<file path="config.mk">
export PLATFORM = sky130hd
export DESIGN_NAME = int_ctrl
export DESIGN_NICKNAME = d
export VERILOG_FILES = /design/src/rtl/int_ctrl_pkg.sv /design/src/rtl/int_ctrl_arbiter.sv /design/src/rtl/int_ctrl.sv
export SDC_FILE = /design/constraint.sdc
export NUM_CORES = 1
export LEC_CHECK = 0
export CAP_MARGIN = 20
export CORE_MARGIN = 5
export CORE_UTILIZATION = 45
export DETAILED_ROUTE_END_ITERATION = 10
export GPL_ROUTABILITY_DRIVEN = 0
export PLACE_DENSITY = 0.69
export SYNTH_ARGS = -nofsm -noshare
export SYNTH_HDL_FRONTEND = slang
export SYNTH_SLANG_ARGS = --single-unit
</file>
<file path="constraint.sdc">
create_clock -name clk -period 22.1 [get_ports clk]
set_clock_uncertainty 0.15 [all_clocks]
set_input_delay 3.315 -clock clk [delete_from_list [all_inputs] [get_ports clk]]
set_output_delay 3.315 -clock clk [all_outputs]
set_load 0.1 [all_outputs]
</file>
<file path="src/rtl/int_ctrl_pkg.sv">
// Shared register offsets and helpers for the platform interrupt controller.
package int_ctrl_pkg;

  localparam int ID_W = 5;

  localparam logic [7:0] INT_PENDING   = 8'h00;
  localparam logic [7:0] INT_ENABLE    = 8'h04;
  localparam logic [7:0] INT_THRESHOLD = 8'h08;
  localparam logic [7:0] INT_CLAIM     = 8'h0C;
  localparam logic [7:0] INT_PRIO_BASE = 8'h40;

  localparam logic [ID_W-1:0] INT_ID_NONE = '0;

  function automatic logic [7:0] prio_addr(input int id);
    return INT_PRIO_BASE + 8'(4 * id);
  endfunction

endpackage

</file>
<file path="src/rtl/int_ctrl_arbiter.sv">
// Combinational winner select: highest priority above threshold, ties to lowest ID.
module int_ctrl_arbiter
  import int_ctrl_pkg::*;
#(
  parameter int NSRC   = 8,
  parameter int PRIO_W = 3
) (
  input  logic [NSRC-1:0]        cand_i,
  input  logic [NSRC*PRIO_W-1:0] prio_i,
  input  logic [PRIO_W-1:0]      threshold_i,
  output logic [ID_W-1:0]        best_id_o,
  output logic                   best_valid_o
);

  logic [PRIO_W-1:0] best_prio;
  logic [PRIO_W-1:0] p;

  always_comb begin
    best_id_o    = INT_ID_NONE;
    best_valid_o = 1'b0;
    best_prio    = '0;
    p            = '0;
    // Strict '>' keeps the earlier (lower) ID on equal priority.
    for (int i = 0; i < NSRC; i++) begin
      p = prio_i[i*PRIO_W +: PRIO_W];
      if (cand_i[i] && (p > threshold_i) && (!best_valid_o || (p > best_prio))) begin
        best_valid_o = 1'b1;
        best_prio    = p;
        best_id_o    = ID_W'(i + 1);
      end
    end
  end

endmodule

</file>
<file path="src/rtl/int_ctrl.sv">
// Interrupt controller top: per-source gateway, register file, bus decode,
// claim/complete handling and the registered external_int output.
module int_ctrl
  import int_ctrl_pkg::*;
#(
  parameter int NSRC   = 8,
  parameter int PRIO_W = 3
) (
  input  logic            clk,
  input  logic            rst_n,
  input  logic [NSRC-1:0] src_irq,
  input  logic [7:0]      bus_addr,
  input  logic [31:0]     bus_wdata,
  input  logic            bus_write,
  input  logic            bus_read,
  output logic [31:0]     bus_rdata,
  output logic            external_int
);

  logic [NSRC-1:0]   pending_q, pending_d;
  logic [NSRC-1:0]   inflight_q, inflight_d;
  logic [NSRC-1:0]   enable_q, enable_d;
  logic [PRIO_W-1:0] threshold_q, threshold_d;
  logic [PRIO_W-1:0] prio_q [NSRC];
  logic [PRIO_W-1:0] prio_d [NSRC];
  logic [31:0]       rdata_q, rdata_d;
  logic              ext_int_q;

  logic [NSRC*PRIO_W-1:0] prio_flat;
  logic [ID_W-1:0]        best_id;
  logic                   best_valid;
  logic [7:0]             addr_w;
  logic [31:0]            rd_val;
  logic                   claim_rd;
  logic [NSRC-1:0]        claim_mask, complete_mask, gw_set;
  logic                   unused_addr_lsb;

  assign unused_addr_lsb = ^bus_addr[1:0];

  always_comb begin
    prio_flat = '0;
    for (int i = 0; i < NSRC; i++) prio_flat[i*PRIO_W +: PRIO_W] = prio_q[i];
  end

  int_ctrl_arbiter #(.NSRC(NSRC), .PRIO_W(PRIO_W)) u_arb (
    .cand_i       (pending_q & enable_q),
    .prio_i       (prio_flat),
    .threshold_i  (threshold_q),
    .best_id_o    (best_id),
    .best_valid_o (best_valid)
  );

  always_comb begin
    addr_w        = {bus_addr[7:2], 2'b00};
    enable_d      = enable_q;
    threshold_d   = threshold_q;
    prio_d        = prio_q;
    rd_val        = '0;
    claim_mask    = '0;
    complete_mask = '0;
    claim_rd      = bus_read && (addr_w == INT_CLAIM) && best_valid;

    case (addr_w)
      INT_PENDING:   rd_val[NSRC-1:0]   = pending_q;
      INT_ENABLE:    rd_val[NSRC-1:0]   = enable_q;
      INT_THRESHOLD: rd_val[PRIO_W-1:0] = threshold_q;
      INT_CLAIM:     rd_val[ID_W-1:0]   = best_id;
      default:       ;
    endcase

    for (int i = 0; i < NSRC; i++) begin
      if (addr_w == prio_addr(i + 1)) rd_val[PRIO_W-1:0] = prio_q[i];
      claim_mask[i]    = claim_rd && (best_id == ID_W'(i + 1));
      // Full-width compare so IDs above NSRC never alias onto a real source.
      complete_mask[i] = bus_write && (addr_w == INT_CLAIM) && (bus_wdata == 32'(i + 1));
    end

    if (bus_write) begin
      if (addr_w == INT_ENABLE)    enable_d    = bus_wdata[NSRC-1:0];
      if (addr_w == INT_THRESHOLD) threshold_d = bus_wdata[PRIO_W-1:0];
      for (int i = 0; i < NSRC; i++) begin
        if (addr_w == prio_addr(i + 1)) prio_d[i] = bus_wdata[PRIO_W-1:0];
      end
    end

    gw_set     = src_irq & ~pending_q & ~inflight_q;
    pending_d  = (pending_q & ~claim_mask) | gw_set;
    inflight_d = (inflight_q & ~complete_mask) | claim_mask;
    rdata_d    = bus_read ? rd_val : rdata_q;
  end

  always_ff @(posedge clk) begin
    if (!rst_n) begin
      pending_q   <= '0;
      inflight_q  <= '0;
      enable_q    <= '0;
      threshold_q <= '0;
      prio_q      <= '{default: '0};
      rdata_q     <= '0;
      ext_int_q   <= 1'b0;
    end else begin
      pending_q   <= pending_d;
      inflight_q  <= inflight_d;
      enable_q    <= enable_d;
      threshold_q <= threshold_d;
      prio_q      <= prio_d;
      rdata_q     <= rdata_d;
      ext_int_q   <= best_valid;
    end
  end

  assign bus_rdata    = rdata_q;
  assign external_int = ext_int_q;

endmodule

</file>
# After elaboration in Yosys (flattened, before gate mapping)

Cells that the tools add are included.

Register bits after elaboration: 60
Latch bits: 0
RAM bits: 0
Memory bits (read-only): 0
Input port bits: 52
Output and inout port bits: 33
Word-level logic and storage cells: 160
Memories kept: 0

$add $sub $neg: 0
Multiply operators: 0
Divide/modulo/power cells: 0
$lt $le $gt $ge: 15
Eq/ne operators: 27
Shifts and indexed selects: 0
Muxes and demuxes: 34
Bitwise logic cells: 11
Reduce and logical (&&, ||, !) cells: 59

Operators by type and width:

| operator                                       | count |
|---|---|
| == test 32 x 3 -> 1 bit, second input constant | 4 |
| == test 32 x 2 -> 1 bit, second input constant | 2 |
| == test 6 x 5 -> 1 bit, second input constant  | 8 |
| greater-than comparator 3 bit                  | 15 |
| two-way mux 3 bit                              | 15 |
| bitwise AND 8 bit                              | 5 |
| two-way mux 5 bit                              | 7 |
| logical AND 1 bit                              | 34 |
| == test 32 x 1 -> 1 bit, second input constant | 1 |
| == test 32 x 4 -> 1 bit, second input constant | 1 |
| NOT 8 bit                                      | 4 |
| == test 5 x 3 -> 1 bit, second input constant  | 4 |
| AND reduction 2 bit                            | 10 |
| bitwise OR 8 bit                               | 2 |
| == test 6 x 2 -> 1 bit, second input constant  | 2 |
| case mux 3 bit (4 select lines)                | 1 |
| == test 5 x 2 -> 1 bit, second input constant  | 2 |
| two-way mux 1 bit                              | 9 |
| zero test 1 bit                                | 7 |
| logical OR 1 bit                               | 7 |
| == test 6 x 1 -> 1 bit, second input constant  | 1 |
| zero test 6 bit                                | 1 |
| case mux 2 bit (3 select lines)                | 1 |
| case mux 3 bit (2 select lines)                | 1 |
| 2 further kinds                                | 2 |

# Logic depth before layout (Yosys ltp)

Gate-level depths: netlist of run 1.

Depth after elaboration: 40
Gate-level depth with buffers: 62
Mapped depth without buffers: 60

# Cells and area by module

From an unflattened synthesis of run 1, not the netlist that was laid out.

Cells, all modules: 609
Area, all modules: 4835.9 um2

By module, submodules not included:

| module           | instances | cells an instance | area an instance (um2) | sequential area each (um2) |
|---|---|---|---|---|
| int_ctrl         | 1         | 404               | 3261.9                 | 1201.2 |
| int_ctrl_arbiter | 1         | 205               | 1574.0                 | 0.0 |

# Worst setup path before layout of run 1

Ideal clock, no wire load.

Path kind: register to register
From: register threshold_q[1]
To: register inflight_q[2]
Library setup time: 0.058 ns
Arrival: 10.191 ns
Required time: 21.892 ns
Slack: 11.701 ns
Stages on the path, launching flop included: 58
Buffers on the path: 1
Period minus slack after synthesis: 10.399 ns
Path through: dfxtp_1 inv_1 ha_1 nor2b_1 o311a_1 and2_1 nand2_1 ha_1 nand3_1 o21ai_0 or2_2 o211ai_1 and2_1 ha_1 nor2b_1 o21a_1 o21ai_0 a211oi_1 [22 not listed] o21a_1 ha_1 a21o_1 a21oi_1 a311oi_1 a21oi_1 nand2_1 a211oi_1 a221oi_1 ha_1 nor2b_1 o21ai_0 a32oi_1 a21oi_1 a21boi_2 nand4_2 a211oi_1 o21a_1

Longest elaborated chain between the ends: 34
Elaborated cells on any way between the ends: 71
Those cells by class: order compare (15); eq/ne (1); mux (23); bitwise (1); reduce/logical (31)

Ends and longest elaborated chain:

| what                                                                    | line                           | source |
|---|---|---|
| from (decl)                                                             | int_ctrl.sv:23                 | `logic [PRIO_W-1:0] threshold_q, threshold_d;` |
| from (signal assigned)                                                  | int_ctrl.sv:105                | `threshold_q <= threshold_d;` |
| greater-than comparator 3 bit                                           | int_ctrl_arbiter.sv:26         | `if (cand_i[i] && (p > threshold_i) && (!best_valid_o \|\| (p > best_prio))) begin` |
| logical AND 1 bit                                                       | int_ctrl_arbiter.sv:26         |  |
| two-way mux 3 bit / two-way mux 1 bit (equally long branches)           | int_ctrl_arbiter.sv:26         |  |
| greater-than comparator 3 bit / zero test 1 bit (equally long branches) | int_ctrl_arbiter.sv:26         |  |
| logical OR 1 bit                                                        | int_ctrl_arbiter.sv:26         |  |
| logical AND 1 bit                                                       | int_ctrl_arbiter.sv:26         |  |
| two-way mux 3 bit / two-way mux 1 bit (equally long branches)           | int_ctrl_arbiter.sv:26         |  |
| greater-than comparator 3 bit / zero test 1 bit (equally long branches) | int_ctrl_arbiter.sv:26         |  |
| [18 not listed]                                                         | --                             |  |
| two-way mux 3 bit / two-way mux 1 bit (equally long branches)           | int_ctrl_arbiter.sv:26         |  |
| greater-than comparator 3 bit / zero test 1 bit (equally long branches) | int_ctrl_arbiter.sv:26         |  |
| logical OR 1 bit                                                        | int_ctrl_arbiter.sv:26         |  |
| logical AND 1 bit                                                       | int_ctrl_arbiter.sv:26         |  |
| two-way mux 5 bit / two-way mux 1 bit (equally long branches)           | int_ctrl_arbiter.sv:26         |  |
| == test 5 x 2 -> 1 bit / logical AND 1 bit (equally long branches)      | int_ctrl.sv:73, int_ctrl.sv:61 |  |
| logical AND 1 bit *                                                     | int_ctrl.sv:73                 | `claim_mask[i] = claim_rd && (best_id == ID_W'(i + 1));` |
| bitwise OR 8 bit *                                                      | int_ctrl.sv:88                 | `inflight_d = (inflight_q & ~complete_mask) \| claim_mask;` |
| to (signal assigned)                                                    | int_ctrl.sv:103                | `inflight_q <= inflight_d;` |
| to (decl)                                                               | int_ctrl.sv:21                 | `logic [NSRC-1:0] inflight_q, inflight_d;` |

Mark *: on every way between the ends. The rest lies on a longest branch, timed or not.
A chain may end at the register's enable or synchronous reset.

# Worst setup path in the final report of run 1

From: register threshold_q[0]
To: register inflight_q[2]

The elaborated chain is that of the path after synthesis.

==> impl_metrics.json, run 1 <==
{
  "period_minus_slack_ps": 13080,
  "crit_path_frequent_cell": "sky130_fd_sc_hd__ha_1",
  "floorplan.rows": 37,
  "synthTopCellsByArea": "sky130_fd_sc_hd__dfxtp_1 25%, sky130_fd_sc_hd__ha_1 12%, sky130_fd_sc_hd__o21ai_0 5.3%",
  "synth.lib_cells_used.distinct": 72,
  "max_slew.worst_pin.slew_ps": 1001,
  "dp_hpwl_um": 11020,
  "kind_of_launch_point_of_the_worst_setup_path": "flop",
  "drtIter0Drc": 358,
  "design.core.area_mm2": 0.01037,
  "cpMaxStageDelayCell": "sky130_fd_sc_hd__dfxtp_1",
  "antenna_found_initial": 0,
  "cp.arrival_ps": 13220,
  "routed_wire_length_per_instance_um": 18.61,
  "slew_viol_final": 0,
  "global_route.overflow_total": 0,
  "grt_max_degree": 61,
  "clockPowerShare_pct": 38.5,
  "relative_max_transition_margin_pct": 33.07,
  "synthMostInstantiatedCell": "sky130_fd_sc_hd__dfxtp_1",
  "netlist_top_cells_count": "60 x sky130_fd_sc_hd__dfxtp_1, 59 x sky130_fd_sc_hd__nand2_1, 51 x sky130_fd_sc_hd__o21ai_0, 45 x sky130_fd_sc_hd__ha_1, 35 x sky130_fd_sc_hd__nor2b_1",
  "irDropWorstVdd_v": 0.00003321,
  "hold_class": "flop to flop",
  "initial_core_util_pct": 46.43,
  "worst_path_maximum_fanout": 10,
  "powerDensity_mw_per_mm2": 45.76,
  "area_growth_syn_to_layout_pct": 15.90,
  "cap_viol_max_count": 0,
  "io-pin-count": 85,
  "via_count": 4605,
  "final_hold_viol_count": 0,
  "floorplan.die.height_um": 113.4,
  "synth-edff-count": 0,
  "diodes": 0,
  "netlist.top_cell.by_area": "sky130_fd_sc_hd__dfxtp_1",
  "run_status": "finished clean",
  "drive_gt1_share_pct": 6.522,
  "p_int_mw": 0.1753,
  "synth_top_area_share_pct": 24.95,
  "final_util_pct": 53.81,
  "finish.net_count": 736,
  "cts.htree.levels": 3,
  "finalWirelength_um": 14520,
  "postSynth.asyncResetShare_pct": 0,
  "syn-cell-area_mm2": 0.004815,
  "grt_setup_unrepaired": "no",
  "number_of_nets_still_failing_antenna_checks_after_routing": 0,
  "fp.dieW_um": 113.4,
  "grt_pass1_vias": 4323,
  "yosys_most_used_dff": "sky130_fd_sc_hd__dfxtp_1",
  "finalCritPeriodShare_pct": 59.17,
  "drcViolationCount": 0,
  "crit_path_end_kind": "flop",
  "p_comb_share_pct": 17.9,
  "p_leak_nw": 2.031,
  "full_die_area_mm2": 0.01287,
  "syn_avg_cell_area_um2": 8.133,
  "cts_clk_pin_slew_worst_paths_ps": 70,
  "clk_latency_ps": 350,
  "cts.path.max_buffers": 2,
  "clockRootBuffer": "sky130_fd_sc_hd__clkbuf_8",
  "yosysSeqAreaShare_pct": 24.95,
  "post_synth_inst_count": 592,
  "setup_violators_final": 0,
  "cts_resized": 0,
  "cts_hold_buffers": 0,
  "global_route_total_usage_across_every_layer_pct": 22.54,
  "timing.setup.critical_path_class": "flop to flop",
  "clock-sinks": 60,
  "setup_tns_ps": 0,
  "seq_power_share_pct": 43.6,
  "port-buffer-count": 58,
  "route.detailed.vias_per_inst": 5.904,
  "yosys_warnings": 0,
  "tritoncts": "yes",
  "timing.fmax_mhz": 76.48,
  "power_switching_mw": 0.08004,
  "cts_buffers": 9,
  "critical-path-max-stage-delay_ps": 750,
  "switching_share_pct": 31.35,
  "cp.required_ps": 22250,
  "drt_pre_antenna_iters": 5,
  "grt_first_pass_wirelength_um": 22930,
  "cts_setup_buffers": 0,
  "ys_seq_elements": 60
}
[flip-flops by register name (all words and copies together) (netlist names)]
signal        count
enable_q          8
bus_rdata         8
pending_q         8
external_int      1
threshold_q       3
prio_flat        24
inflight_q        8
[area by class of cell]
cell class | instances | area (um2)
Fill cell | 981 | 4790
Tap cell | 136 | 170.2
Clock inverter | 6 | 63.81
Clock buffer | 10 | 127.6
Sequential cell | 60 | 1201
Multi-Input combinational cell | 486 | 3338
Timing Repair Buffer | 61 | 600.6
Inverter | 21 | 78.83
[layout by cell type, fill, tap and decap left out, types with 6 or more instances in the layout]
cell / n
sky130_fd_sc_hd__a21boi_0: 33
sky130_fd_sc_hd__a21o_1: 6
sky130_fd_sc_hd__mux2i_1: 19
sky130_fd_sc_hd__nand2_1: 59
sky130_fd_sc_hd__a21oi_1: 24
sky130_fd_sc_hd__clkdlybuf4s50_1: 58
sky130_fd_sc_hd__o211ai_1: 6
sky130_fd_sc_hd__and2_1: 7
sky130_fd_sc_hd__a31oi_1: 10
sky130_fd_sc_hd__clkbuf_8: 9
sky130_fd_sc_hd__nand3_1: 22
sky130_fd_sc_hd__o21a_1: 12
sky130_fd_sc_hd__nor2_1: 31
sky130_fd_sc_hd__nor4_1: 10
sky130_fd_sc_hd__a211oi_1: 7
sky130_fd_sc_hd__nand2b_1: 6
sky130_fd_sc_hd__o21ai_0: 51
sky130_fd_sc_hd__mux2_2: 6
sky130_fd_sc_hd__dfxtp_1: 60
sky130_fd_sc_hd__ha_1: 45
sky130_fd_sc_hd__conb_1: 24
sky130_fd_sc_hd__nor2b_1: 35
sky130_fd_sc_hd__inv_1: 21
[critical path: cells and delay by family, from the launching register on]
kind / cells / cell delay, ps
AOI/OAI and AO/OA: 31 / 6800
and+or+nand+nor: 15 / 2540
adders and majority gates: 8 / 2300
DFF: 1 / 750
muxes: 1 / 400
buffers and inverters: 1 / 70
[power by group through the flow]
stage	logic (mW)	registers, mW	clock network (mW)
6_report	0.0457	0.111	0.0983
5_1_grt	0.0482	0.111	0.105
4_1_cts	0.0454	0.111	0.100
3_5_place_dp	0.0452	0.114	0
3_3_place_gp	0.0449	0.114	0
2_1_floorplan	0.0333	0.114	0
[through the flow]
stage	cells	power, mW	setup WS, ps	area [um2]	hold slack (ps)
6_report	780	0.2553	9024	5580	325.8
5_1_grt	780	0.2648	8100	5580	360.7
4_1_cts	779	0.2567	9372	5575	323.3
3_5_place_dp	763	0.1590	9457	5384	313.3
3_3_place_gp	763	0.1585	9841	5384	306.1
2_1_floorplan	615	0.1477	11700	4901	293.5
[per-layer routing]
metal | GRT usage (%) | routed length [um] | up-vias
met4 | 11.14 | 503 | 0
met5 | 0 | 0 | -
met3 | 2.918 | 1005 | 30
met2 | 35.70 | 6664 | 194
met1 | 30.20 | 6345 | 2162
li1 | - | - | 2219
[logic make-up (layout without fill, tap and decap cells)]
kind of cell,count (synthesis),after routing,share of synthesized area [%]
other,1,24,0.07789
AO/OA/AOI/OAI,191,191,27.76
multiplexers,25,25,5.353
buffers and inverters,69,98,7.510
AND/OR/NAND/NOR,201,201,22.66
flip-flops,60,60,24.95
adder cells (fa/ha/maj),45,45,11.69
[path summary, 6_finish.rpt]
| kind | start | endpoint | slack [ps] | depth (start not counted) |
|---|---|---|---|---|
| worst max-delay path | threshold_q[0] | inflight_q[2] | 9020 | 56 |
| worst min-delay path | bus_rdata[7] | bus_rdata[7] | 330 | 2 |
| worst max register to register | threshold_q[0] | inflight_q[2] | 9020 | 56 |
| worst min register to register | bus_rdata[7] | bus_rdata[7] | 330 | 2 |
Note: power is estimated with default switching activity, not from simulation.
==> run 2, diff against run 1 <==
==> constraint.sdc (replaced) <==
create_clock -name clk -period 12.93 [get_ports clk]
set_clock_uncertainty 0.15 [all_clocks]
set_input_delay 1.9395 -clock clk [delete_from_list [all_inputs] [get_ports clk]]
set_output_delay 1.9395 -clock clk [all_outputs]
set_load 0.1 [all_outputs]
==> run 2 against run 1 <==
Effect of this change: worst hold slack got worse by 1.2 ps; die area unchanged; count of clock-buffer cells in the layout grew 1; combinational power grew 72%; setup slack got worse by 8100 ps; routed wire length grew 0.45%; clock power up 57%; first-iteration DRC count decreased by 1.1%; flip-flop and latch count unchanged; via count grew 1.2%.
==> impl_metrics.json, run 2 (synthesis results as in run 1) <==
{
  "floorplan.die.height_um": 113.4,
  "floorplan.rows": 37,
  "area_growth_syn_to_layout_pct": 16.76,
  "finish.net_count": 740,
  "cp.required_ps": 13070,
  "grt_pass1_vias": 4418,
  "timing.fmax_mhz": 83.14,
  "grt_max_degree": 61,
  "critical-path-max-stage-delay_ps": 410,
  "design.core.area_mm2": 0.01037,
  "max_slew.worst_pin.slew_ps": 1040,
  "setup_violators_final": 0,
  "drt_pre_antenna_iters": 5,
  "via_count": 4660,
  "drtIter0Drc": 354,
  "total_power_mw": 0.4228,
  "cts.path.max_buffers": 2,
  "port-buffer-count": 58,
  "cts_hold_buffers": 0,
  "finalCritPeriodShare_pct": 93.03,
  "hold_class": "flop to flop",
  "initial_core_util_pct": 46.43,
  "cap_viol_max_count": 0,
  "diodes": 0,
  "drive_gt1_share_pct": 8.037,
  "final_hold_viol_count": 0,
  "nFillCells": 1000,
  "setup_ws_post_layout_ps": 901.7,
  "clock-sinks": 60,
  "fp.dieW_um": 113.4,
  "dp_hpwl_um": 11110,
  "placed_cells": 766,
  "setup_tns_ps": 0,
  "grt_first_pass_wirelength_um": 23050,
  "timing.setup.critical_path_class": "flop to flop",
  "powerDensity_mw_per_mm2": 75.21,
  "reg2reg_setup_slack_ps": 900,
  "grt_setup_unrepaired": "no",
  "cts.htree.levels": 3,
  "finalWirelength_um": 14580,
  "final_cells": 783,
  "cpMaxStageDelayCell": "sky130_fd_sc_hd__dfxtp_1",
  "clk_latency_ps": 340,
  "kind_of_launch_point_of_the_worst_setup_path": "flop",
  "antenna_found_initial": 0,
  "global_route_total_usage_across_every_layer_pct": 22.46,
  "layout_commonest_cell": "sky130_fd_sc_hd__dfxtp_1",
  "placement.setup.worst_slack_ps": 537.0,
  "number_of_nets_still_failing_antenna_checks_after_routing": 0,
  "slew_viol_final": 0,
  "crit_path_frequent_cell": "sky130_fd_sc_hd__ha_1",
  "routed_wire_length_per_instance_um": 18.62,
  "layout_common_cells": "60 x sky130_fd_sc_hd__dfxtp_1, 58 x sky130_fd_sc_hd__nand2_1, 58 x sky130_fd_sc_hd__clkdlybuf4s50_1",
  "cp.arrival_ps": 12170,
  "p_leak_nw": 2.038,
  "run_status": "finished clean",
  "cts_buffers": 9,
  "largest_register_ff_count": 24,
  "cts_clk_pin_slew_worst_paths_ps": 70,
  "relative_max_transition_margin_pct": 29.73,
  "crit_path_end_kind": "flop",
  "irDropWorstVdd_v": 0.00005158,
  "io-pin-count": 85,
  "period_minus_slack_ps": 12030,
  "clockRootBuffer": "sky130_fd_sc_hd__clkbuf_8",
  "worst_path_maximum_fanout": 10,
  "route.detailed.vias_per_inst": 5.951,
  "tritoncts": "yes",
  "drcViolationCount": 0,
  "full_die_area_mm2": 0.01287,
  "global_route.overflow_total": 0
}
==> run 2: layout make-up <==
type,count,area (um2),area share [%]
sequential,60,1201,21.37
tap,136,170.2,3.027
clock buffer,11,151.4,2.693
clock inverter,4,25.02,0.4451
timing repair buffer,65,633.1,11.26
inverter,21,82.58,1.469
multi-input combinational,486,3358,59.74
==> run 2: power breakdown <==
group | total, mW | switching, mW | internal (mW)
registers | 0.190 | 0.00287 | 0.187
logic | 0.0786 | 0.0552 | 0.0234
clock network | 0.154 | 0.0758 | 0.0782
total | 0.423 | 0.134 | 0.289
==> run 2: worst max-delay path, delay by kind of cell, from the launching register on <==
kind / cells / cell delay (ps)
AO/OA/AOI/OAI: 31 / 6020
adder cells (fa/ha/maj): 8 / 2320
AND/OR/NAND/NOR: 16 / 2300
flip-flops: 1 / 410
buffers and inverters: 2 / 370
multiplexers: 1 / 360
==> run 2: what timing repair did <==
action                     in CTS  in global routing
gates resized for setup         0                  8
hold endpoints to repair        0                  0
setup buffers                   0                  2
setup endpoints to repair       0                 19
==> run 2: through the flow <==
step | instance area, um2 | hold slack (ps) | utilization [%]
after CTS | 5583 | 329.9 | 53.84
after global routing | 5622 | 364.7 | 54.21
final | 5622 | 324.7 | 54.21
after floorplan | 4901 | 293.5 | -
after detailed placement | 5406 | 319.6 | 52.14
after global placement | 5406 | 306.0 | 52.14
==> run 2: metal layers <==
layer | track usage [%] | share of wire (%) | vias to the layer above
met3 | 3.130 | 6.0 | 20
li1 | - | - | 2228
met2 | 36.85 | 47 | 176
met1 | 30.03 | 44 | 2236
met5 | 0 | 0 | -
met4 | 8.333 | 2.4 | 0
==> run 2: worst paths after layout <==
| check | start | endpoint | depth (start not counted) |
|---|---|---|---|
| setup / recovery | threshold_q[2] | inflight_q[2] | 58 |
| hold / removal | bus_rdata[7] | bus_rdata[7] | 2 |
| setup reg to reg | threshold_q[2] | inflight_q[2] | 58 |
| hold reg to reg | bus_rdata[7] | bus_rdata[7] | 2 |
==> run 3, diff against run 2 <==
--- a/config.mk
+++ b/config.mk
@@ -7,10 +7,11 @@
 export LEC_CHECK = 0
 export CAP_MARGIN = 20
 export CORE_MARGIN = 5
-export CORE_UTILIZATION = 45
+export CORE_UTILIZATION = 50
 export DETAILED_ROUTE_END_ITERATION = 10
 export GPL_ROUTABILITY_DRIVEN = 0
-export PLACE_DENSITY = 0.69
+export PLACE_DENSITY = 0.75
+export SLEW_MARGIN = 20
 export SYNTH_ARGS = -nofsm -noshare
 export SYNTH_HDL_FRONTEND = slang
 export SYNTH_SLANG_ARGS = --single-unit
==> run 3 against run 2 <==
Effect of this change: setup slack worse by 170 ps; combinational power fell by 0.5%; count of clock-buffer cells in the layout is 1 lower; worst hold slack got worse by 1.5 ps; total power increased by 3.3%; sequential share of layout area about the same; clock power increased by 9%; routed wire length is 2.5% lower; cell count decreased by 1.0%.
==> impl_metrics.json, run 3 (synthesis results as in run 1) <==
{
  "run_status": "finished clean",
  "crit_path_end": "inflight_q[2]",
  "cts_clk_pin_slew_worst_paths_ps": 70,
  "drtIter0Drc": 399,
  "max_slew.worst_pin.slew_ps": 1149,
  "fp.dieW_um": 108.1,
  "crit_path_frequent_cell": "sky130_fd_sc_hd__ha_1",
  "port-buffer-count": 58,
  "clock-sinks": 60,
  "finalWirelength_um": 14230,
  "reg2reg_setup_slack_ps": 730,
  "reg2reg_from": "threshold_q[2]",
  "full_die_area_mm2": 0.01169,
  "area_growth_syn_to_layout_pct": 16.79,
  "drt_pre_antenna_iters": 5,
  "antenna_found_initial": 0,
  "clk_latency_ps": 340,
  "timing.fmax_mhz": 81.96,
  "critical-path-max-stage-delay_ps": 410,
  "drive_gt1_share_pct": 7.895,
  "largest_register_ff_count": 24,
  "tritoncts": "yes",
  "design.core.area_mm2": 0.009328,
  "via_count": 4668,
  "cp.arrival_ps": 12340,
  "relative_max_transition_margin_pct": 22.35,
  "placement.setup.worst_slack_ps": 604.0,
  "grt_pass1_vias": 4464,
  "irDropWorstVdd_v": 0.00006278,
  "timing.setup.critical_path_class": "flop to flop",
  "grt_max_degree": 61,
  "worstReg2RegEnd": "inflight_q[2]",
  "slew_viol_final": 0,
  "setup_violators_final": 0,
  "timing.reg2reg.worst_path_depth": 58,
  "cts.path.max_buffers": 2,
  "total_power_mw": 0.4368,
  "cpMaxStageDelayCell": "sky130_fd_sc_hd__dfxtp_1",
  "grt_first_pass_wirelength_um": 22180,
  "layout_commonest_cell": "sky130_fd_sc_hd__dfxtp_1",
  "kind_of_launch_point_of_the_worst_setup_path": "flop",
  "crit_path_end_kind": "flop",
  "period_minus_slack_ps": 12200,
  "io-pin-count": 85,
  "floorplan.rows": 35,
  "hold_class": "flop to flop",
  "final_hold_viol_count": 0,
  "finalCritPeriodShare_pct": 94.36,
  "layout_common_cells": "60 x sky130_fd_sc_hd__dfxtp_1, 59 x sky130_fd_sc_hd__nand2_1, 58 x sky130_fd_sc_hd__clkdlybuf4s50_1",
  "initial_core_util_pct": 51.62,
  "powerDensity_mw_per_mm2": 77.68,
  "p_leak_nw": 2.043,
  "worst_path_maximum_fanout": 10,
  "cap_viol_max_count": 0,
  "setup_ws_post_layout_ps": 728.9,
  "crit_start": "threshold_q[2]",
  "dp_hpwl_um": 10840,
  "global_route_total_usage_across_every_layer_pct": 24.16,
  "cp.required_ps": 13070,
  "cts_buffers": 9,
  "nFillCells": 816,
  "cts.htree.levels": 3,
  "floorplan.die.height_um": 108.1,
  "diodes": 0,
  "finish.net_count": 739,
  "routed_wire_length_per_instance_um": 18.35,
  "global_route.overflow_total": 0,
  "drcViolationCount": 0,
  "clockRootBuffer": "sky130_fd_sc_hd__clkbuf_8",
  "route.detailed.vias_per_inst": 6.023,
  "number_of_nets_still_failing_antenna_checks_after_routing": 0
}
[run 3: cell count changes in the layout (fill, tap and decap cells not counted)]
cell                         previous run  this run
sky130_fd_sc_hd__nand2_1               58        59
sky130_fd_sc_hd__clkbuf_8              11        10
sky130_fd_sc_hd__a31oi_1               10         9
sky130_fd_sc_hd__buf_4                  7         6
sky130_fd_sc_hd__a31oi_2                0         1
sky130_fd_sc_hd__bufinv_16              0         1
sky130_fd_sc_hd__clkinv_2               2         3
sky130_fd_sc_hd__nand2_2                1         0
sky130_fd_sc_hd__clkinvlp_4             3         2
[run 3: area by class of cell]
class | instances | area (um2) | area share, %
multi-input cells | 486 | 3362 | 59.79
flip-flops and latches | 60 | 1201 | 21.36
repair buffers | 64 | 625.6 | 11.13
well taps | 129 | 161.4 | 2.870
clock buffers | 10 | 137.6 | 2.448
inverters | 21 | 82.58 | 1.469
clock inverters | 5 | 52.55 | 0.9346
[run 3: worst min path at each step]
stage	to	startpoint	slack [ps]	cells after the start
6_report	bus_rdata[4]	bus_rdata[4]	320	2
5_1_grt	bus_rdata[4]	bus_rdata[4]	350	2
4_1_cts	bus_rdata[4]	bus_rdata[4]	330	2
3_5_place_dp	bus_rdata[4]	bus_rdata[4]	320	2
3_3_place_gp	prio_flat[21]	prio_flat[21]	310	2
2_1_floorplan	prio_flat[21]	prio_flat[21]	290	2
[run 3: critical path, delay by kind of cell, from the launching register on]
kind	cells	cell delay [ps]
AOI/OAI and AO/OA	31	6120
DFF	1	410
muxes	1	360
and+or+nand+nor	16	2410
adders and majority gates	8	2330
buffers and inverters	2	360
[run 3: layer usage]
layer  part of all wire (%)  global-route usage (%)
met5                      0                       0
met4                    3.5                   11.09
met3                    7.8                   5.075
met2                     46                   38.32
met1                     43                   31.46
[run 3: repair_timing]
item,in CTS,in global routing
hold buffers,0,0
endpoints found under the setup margin,0,20
setup buffers,0,1
gates resized for setup,0,8
[run 3: power breakdown]
group / internal (mW) / total [mW] / switching [mW]
combinational: 0.0234 / 0.0782 / 0.0548
sequential: 0.187 / 0.190 / 0.00277
clock: 0.0921 / 0.168 / 0.0763
[run 3: per-stage QoR]
stage	cell area (um2)	hold slack (ps)	utilization [%]	TNS, ps	cells
3_5_place_dp	5398	315.1	57.87	0	759
4_1_cts	5588	326.0	59.91	0	774
2_1_floorplan	4901	293.5	-	0	615
5_1_grt	5623	350.2	60.28	-28.77	775
3_3_place_gp	5398	308.1	57.87	0	759
6_report	5623	323.1	60.28	0	775
